### src/rtl/tim_bank_pkg.sv
// Shared constants, register map and address decode helper for the
// multi-channel timer bank.
package tim_bank_pkg;

    localparam int ADDR_W = 32;
    localparam int DATA_W = 32;

    localparam logic [ADDR_W-1:0] TIM_BASE_ADDR = 32'h0000_2000;

    typedef enum logic [1:0] {
        TIM_CONF   = 2'd0,
        TIM_RELOAD = 2'd1,
        TIM_CNT    = 2'd2,
        TIM_STATUS = 2'd3
    } tim_reg_e;

    localparam int TIM_EN_BIT  = 0;
    localparam int TIM_IE_BIT  = 1;
    localparam int TIM_OS_BIT  = 2;
    localparam int TIM_PSC_LSB = 8;

    typedef struct packed {
        logic     valid;
        logic [2:0] ch;
        tim_reg_e rsel;
    } tim_dec_t;

    // The channel field is 3 bits wide because at most 8 channels exist.
    function automatic tim_dec_t tim_decode(input logic [ADDR_W-1:0] addr,
                                            input logic [ADDR_W-1:0] base,
                                            input int unsigned ch_num);
        logic [ADDR_W-1:0] off;
        tim_dec_t          dec;
        off       = addr - base;
        dec.valid = (off < ADDR_W'(ch_num * 16)) && (off[1:0] == 2'b00);
        dec.ch    = off[6:4];
        dec.rsel  = tim_reg_e'(off[3:2]);
        return dec;
    endfunction

endpackage

### src/rtl/tim_channel.sv
// One timer channel: prescaler, up-counter with auto-reload, CONF fields
// and the W1C overflow flag.
module tim_channel
    import tim_bank_pkg::*;
#(
    parameter int CNT_WIDTH = 16,
    parameter int PSC_WIDTH = 8
) (
    input  logic              clk,
    input  logic              rst_n,
    input  logic              conf_we,
    input  logic              reload_we,
    input  logic              cnt_we,
    input  logic              status_we,
    input  logic [DATA_W-1:0] wdata,
    output logic [DATA_W-1:0] conf_o,
    output logic [DATA_W-1:0] reload_o,
    output logic [DATA_W-1:0] cnt_o,
    output logic [DATA_W-1:0] status_o,
    output logic              irq_o
);

    logic                 en_q, en_d, ie_q, ie_d, os_q, os_d, ovf_q, ovf_d;
    logic [PSC_WIDTH-1:0] psc_q, psc_d, psc_cnt_q, psc_cnt_d;
    logic [CNT_WIDTH-1:0] reload_q, reload_d, cnt_q, cnt_d;
    logic                 tick, ovf_set;
    logic                 unused_wdata;

    assign unused_wdata = ^wdata;

    always_comb begin
        tick      = en_q && (psc_cnt_q == psc_q);
        // A software CNT write overrides the tick entirely, overflow included.
        ovf_set   = tick && !cnt_we && (cnt_q == reload_q);
        psc_cnt_d = (!en_q || tick) ? '0 : psc_cnt_q + PSC_WIDTH'(1);

        en_d  = en_q;
        ie_d  = ie_q;
        os_d  = os_q;
        psc_d = psc_q;
        if (conf_we) begin
            en_d  = wdata[TIM_EN_BIT];
            ie_d  = wdata[TIM_IE_BIT];
            os_d  = wdata[TIM_OS_BIT];
            psc_d = wdata[TIM_PSC_LSB +: PSC_WIDTH];
        end else if (ovf_set && os_q) begin
            en_d = 1'b0;
        end

        reload_d = reload_we ? wdata[CNT_WIDTH-1:0] : reload_q;

        cnt_d = cnt_q;
        if (cnt_we)       cnt_d = wdata[CNT_WIDTH-1:0];
        else if (ovf_set) cnt_d = '0;
        else if (tick)    cnt_d = cnt_q + CNT_WIDTH'(1);

        ovf_d = ovf_q;
        if (ovf_set)                  ovf_d = 1'b1;
        else if (status_we && wdata[0]) ovf_d = 1'b0;
    end

    always_ff @(posedge clk or negedge rst_n) begin
        if (!rst_n) begin
            en_q      <= 1'b0;
            ie_q      <= 1'b0;
            os_q      <= 1'b0;
            ovf_q     <= 1'b0;
            psc_q     <= '0;
            psc_cnt_q <= '0;
            reload_q  <= '0;
            cnt_q     <= '0;
        end else begin
            en_q      <= en_d;
            ie_q      <= ie_d;
            os_q      <= os_d;
            ovf_q     <= ovf_d;
            psc_q     <= psc_d;
            psc_cnt_q <= psc_cnt_d;
            reload_q  <= reload_d;
            cnt_q     <= cnt_d;
        end
    end

    always_comb begin
        conf_o                            = '0;
        conf_o[TIM_EN_BIT]                = en_q;
        conf_o[TIM_IE_BIT]                = ie_q;
        conf_o[TIM_OS_BIT]                = os_q;
        conf_o[TIM_PSC_LSB +: PSC_WIDTH]  = psc_q;
        reload_o                          = DATA_W'(reload_q);
        cnt_o                             = DATA_W'(cnt_q);
        status_o                          = DATA_W'(ovf_q);
        irq_o                             = ovf_q & ie_q;
    end

endmodule

### src/rtl/tim_bank.sv
// Multi-channel timer bank: address decode, registered read mux and the
// merged, registered interrupt request.
module tim_bank
    import tim_bank_pkg::*;
#(
    parameter int                CH_NUM    = 4,
    parameter int                CNT_WIDTH = 16,
    parameter int                PSC_WIDTH = 8,
    parameter logic [ADDR_W-1:0] BASE_ADDR = TIM_BASE_ADDR
) (
    input  logic              clk,
    input  logic              rst_n,
    input  logic [ADDR_W-1:0] tim_r_addr_i,
    input  logic [ADDR_W-1:0] tim_w_addr_i,
    input  logic [DATA_W-1:0] tim_data_i,
    input  logic              tim_r_enable_i,
    input  logic              tim_w_enable_i,
    output logic [DATA_W-1:0] tim_data_o,
    output logic              tim_irq_o
);

    tim_dec_t          r_dec, w_dec;
    logic [CH_NUM-1:0] conf_we, reload_we, cnt_we, status_we, ch_irq;
    logic [DATA_W-1:0] conf_rd [CH_NUM];
    logic [DATA_W-1:0] reload_rd [CH_NUM];
    logic [DATA_W-1:0] cnt_rd [CH_NUM];
    logic [DATA_W-1:0] status_rd [CH_NUM];
    logic [DATA_W-1:0] rd_word;
    logic [DATA_W-1:0] data_q, data_d;
    logic              irq_q, irq_d;

    always_comb begin
        r_dec = tim_decode(tim_r_addr_i, BASE_ADDR, CH_NUM);
        w_dec = tim_decode(tim_w_addr_i, BASE_ADDR, CH_NUM);
    end

    for (genvar g = 0; g < CH_NUM; g++) begin : g_ch
        logic sel;
        assign sel          = tim_w_enable_i && w_dec.valid && (w_dec.ch == 3'(g));
        assign conf_we[g]   = sel && (w_dec.rsel == TIM_CONF);
        assign reload_we[g] = sel && (w_dec.rsel == TIM_RELOAD);
        assign cnt_we[g]    = sel && (w_dec.rsel == TIM_CNT);
        assign status_we[g] = sel && (w_dec.rsel == TIM_STATUS);

        tim_channel #(
            .CNT_WIDTH (CNT_WIDTH),
            .PSC_WIDTH (PSC_WIDTH)
        ) u_ch (
            .clk       (clk),
            .rst_n     (rst_n),
            .conf_we   (conf_we[g]),
            .reload_we (reload_we[g]),
            .cnt_we    (cnt_we[g]),
            .status_we (status_we[g]),
            .wdata     (tim_data_i),
            .conf_o    (conf_rd[g]),
            .reload_o  (reload_rd[g]),
            .cnt_o     (cnt_rd[g]),
            .status_o  (status_rd[g]),
            .irq_o     (ch_irq[g])
        );
    end

    // Read mux sees the channel registers before this edge's updates.
    always_comb begin
        rd_word = '0;
        for (int i = 0; i < CH_NUM; i++) begin
            if (r_dec.ch == 3'(i)) begin
                case (r_dec.rsel)
                    TIM_CONF:   rd_word = conf_rd[i];
                    TIM_RELOAD: rd_word = reload_rd[i];
                    TIM_CNT:    rd_word = cnt_rd[i];
                    default:    rd_word = status_rd[i];
                endcase
            end
        end
        data_d = data_q;
        if (tim_r_enable_i) data_d = r_dec.valid ? rd_word : '0;
        irq_d = |ch_irq;
    end

    always_ff @(posedge clk or negedge rst_n) begin
        if (!rst_n) begin
            data_q <= '0;
            irq_q  <= 1'b0;
        end else begin
            data_q <= data_d;
            irq_q  <= irq_d;
        end
    end

    assign tim_data_o = data_q;
    assign tim_irq_o  = irq_q;

endmodule

### config.mk
export PLATFORM = sky130hd
export DESIGN_NAME = tim_bank
export DESIGN_NICKNAME = d
export VERILOG_FILES = /design/src/rtl/tim_bank_pkg.sv /design/src/rtl/tim_channel.sv /design/src/rtl/tim_bank.sv
export SDC_FILE = /design/constraint.sdc
export NUM_CORES = 1
export LEC_CHECK = 0
export ABC_AREA = 1
export ABC_CLOCK_PERIOD_IN_PS = 5200
export BUFFER_PORTS_ARGS = -buffer_cell sky130_fd_sc_hd__buf_4
export CORE_ASPECT_RATIO = 0.9
export CORE_MARGIN = 4
export CORE_UTILIZATION = 60
export CTS_CLUSTER_SIZE = 28
export DETAILED_ROUTE_END_ITERATION = 16
export PLACE_DENSITY = 0.79
export SKIP_CTS_REPAIR_TIMING = 1
export SLEW_MARGIN = 15
export SYNTH_ARGS = -nofsm -noshare
export SYNTH_HDL_FRONTEND = slang
export SYNTH_SLANG_ARGS = --single-unit
### constraint.sdc
create_clock -name clk -period 5.2 [get_ports clk]
set_input_delay 1.04 -clock clk [delete_from_list [all_inputs] [get_ports clk]]
set_output_delay 1.04 -clock clk [all_outputs]
set_load 0.03 [all_outputs]
==> impl_results.md <==
* Post-synth top area cell: dfrtp_1
* Remaining antenna violation count at 0
* WS Path Type: in2reg
* Final worst slack at 1690 ps
* Vias per cell at 6.28
* Share of post-route cells with drive strength above 1 at 9.39%
* I/O pin total at 133
* Post-synth top area share at 37.5%
* Slew Limit Fails at 0
* Worst-skew pair later-pin latency at 550 ps
* H-tree levels at 1
* DP HPWL at 35500 um
* Synthesized area at 0.0150 mm^2
* Share of the yosys chip area belonging to registers at 37.5%
* Most common cell in the netlist: nand2_1
* CP Data Required Time at 5580 ps
* Final hold violations at 0
* Clock sink count at 225
* Core footprint at 0.0245 mm^2
* TritonCTS Buffers at 25
* DRT Pass-1 Iters at 7
* Final period util at 67.5%
* Tmin final at 3510 ps
* First-pass GRT wire length at 81200 um
* Crit-path slowest cell: nand4_1
* Die Ht at 158 um
* Number of synthesized flops with an enable pin at 0
* Critical Path AT at 3890 ps
* Critical Path Source Type: primary input
* Synth Register Bits at 225
* GRT overflow at 0
* Critical Path Sink Type: flop
* CTS tree: built
* Leakage power at 7.88 nW
* Clock Pin Slew Worst Setup and Hold Paths at 60 ps
* RePlAce Congestion at 0.990
* GRT Total Usage at 36.9%
* Worst path cell trace: buf_4 > inv_2 > ha_1 > nand3_1 > nor2_1 > nand3_1 > nand2_1 > nand2_1 > nor2_1 > nand2_1 > nor2_4 > nand4_1 > nor2_1 > a21oi_1
* Layout area overhead at 11.4%
* Post-DP Area at 0.0158 mm^2
* Largest stage delay, worst path at 760 ps
* Initial DRC Count at 2104
* Setup Slack @ Placement at 1320 ps
* # DRC at 0
* Worst Tran Pin Value at 1060 ps
* Power Density at 243 mW/mm^2
* Synth top cells by count: nand2_1 (446), nor2_1 (237), dfrtp_1 (225)
* Row cnt at 54
* Design Area, Final at 0.0167 mm^2
* Cells after Synth at 2142
* Ant diodes at 0
* Largest net degree at the start of global routing at 136
* Worst Hold Class: in2async
* Antenna violations before repair at 1
* Initial Util at 61.4%
* Peak VDD IR at 267 uV
* Clock Skew at 20.9 ps
* RSZ-0062 raised after global routing: no
* Synth top area cells: dfrtp_1 (37%), nand2_1 (11%), nand3_1 (7.0%), nand4_1 (6.5%), nor2_1 (5.9%)
* Vias at 15.8k
* Cell variety after synth at 43
* Final setup vio count at 0
* Fin util at 68.4%
* Outcome: completed
* Layout Nets at 2276
* Vias in the first global route at 14.8k
* Syn. warnings at 0
* Critical-path maximum fanout at 21
* Die ar. at 0.0276 mm^2
* Wire per inst at 20.6 um
* Worst rel slew slack at 28.9%
* Most used DFF post-synth: dfrtp_1
* Final Total Pwr at 0.00406 W
* Die width at 175 um
* Max-Cap Viols at 0
* Asr flop ratio synth at 100%
* Setup TNS at 0 ps
* IO Port Bufs at 100
* Routed wire length at 51800 um
* Syn Area/Cell at 7.01 um^2
* Clock Path Buffers at 3
* Max Fclk at 0.285 GHz
* Clk root buf: clkbuf_16
* Filler cell count in the final layout at 2110
cell usage in the layout, fill, tap and decap left out, types with 8 or more instances in the layout:
cell type and count:
nand2_1 446, nor2_1 235, dfrtp_1 225, inv_1 220, nand3_1 209, nand4_1 157
buf_4 122, a21oi_1 96, o21ai_0 74, xor2_1 50, nor3_1 46, xnor2_1 36
o22ai_1 36, o211ai_1 31, clkbuf_16 25, nor4_1 17, conb_1 16, or2_2 13
nor3b_1 10, ha_1 10, o21ai_1 9, o221ai_1 9, and3_1 8
final timing paths:
path,start,end,slack [ps],depth (start not counted)
max,tim_w_addr_i[13],g_ch[1].u_ch.psc_q[2],1690,14
min,rst_n,g_ch[0].u_ch.psc_cnt_q[6],480,1
max reg2reg,g_ch[0].u_ch.psc_cnt_q[1],g_ch[0].u_ch.cnt_q[9],2430,7
min reg2reg,g_ch[0].u_ch.reload_q[15],g_ch[0].u_ch.reload_q[15],480,2
max in group asynchronous,rst_n,g_ch[3].u_ch.cnt_q[1],3510,2
min in group clk,g_ch[0].u_ch.reload_q[15],g_ch[0].u_ch.reload_q[15],480,2
layout make-up:
cell class / count / area, um^2 / area share (%)
multi-input combinational: 1558 / 7950 / 47.5
sequential: 225 / 5630 / 33.6
timing repair buffer: 125 / 971 / 5.80
inverter: 231 / 867 / 5.18
clock buffer: 35 / 713 / 4.26
tap: 336 / 420 / 2.51
clock inverter: 10 / 184 / 1.10
per-layer routing:
metal / part of all wire, % / vias up / GRT usage, %
met2: 41 / 1094 / 54.7
li1: - / 7209 / -
met1: 39 / 7320 / 50.6
met5: 0.21 / - / 2.43
met3: 14 / 207 / 11.4
met4: 5.2 / 4 / 15.3
flip-flops by register name, summed over array words and instances, names as in the netlist:
| signal | flops |
|---|---|
| g_ch.u_ch.reload_q | 64 |
| tim_irq_o | 1 |
| tim_data_o | 16 |
| g_ch.u_ch.ovf_q | 4 |
| g_ch.u_ch.ie_q | 4 |
| g_ch.u_ch.psc_cnt_q | 32 |
| g_ch.u_ch.cnt_q | 64 |
| g_ch.u_ch.en_q | 4 |
| g_ch.u_ch.os_q | 4 |
| g_ch.u_ch.psc_q | 32 |
stage by stage:
stage	hold WS, ps	cells
2_1_floorplan	442	2157
3_3_place_gp	459	2475
3_5_place_dp	458	2475
4_1_cts	474	2520
5_1_grt	504	2520
6_report	482	2520
logic make-up (layout without fill, tap and decap cells):
logic type | count (synthesis) | in the layout | share of synthesized area, %
flops | 225 | 225 | 37.5
simple gates | 1165 | 1165 | 35.3
fa+ha+maj | 10 | 10 | 0.833
buf+inv | 374 | 401 | 10.2
compound gates | 281 | 281 | 11.2
other cells | 1 | 16 | 0.0250
xor+xnor | 86 | 86 | 5.01
critical path, delay by kind of cell:
kind	cells	cell delay [ps]
simple gates	10	2340
buf+inv	2	220
fa+ha+maj	1	210
compound gates	1	80
power breakdown:
| part | switching [W] | total [W] | leakage [nW] | internal, W |
|---|---|---|---|---|
| sequential | 0.00000000000988 | 0.00175 | 2.94 | 0.00175 |
| combinational | 0.000263 | 0.000351 | 4.51 | 0.0000875 |
| clock | 0.000761 | 0.00196 | 0.433 | 0.00120 |
| total | 0.00102 | 0.00406 | 7.88 | 0.00304 |
(Power assumes the default switching activity.)
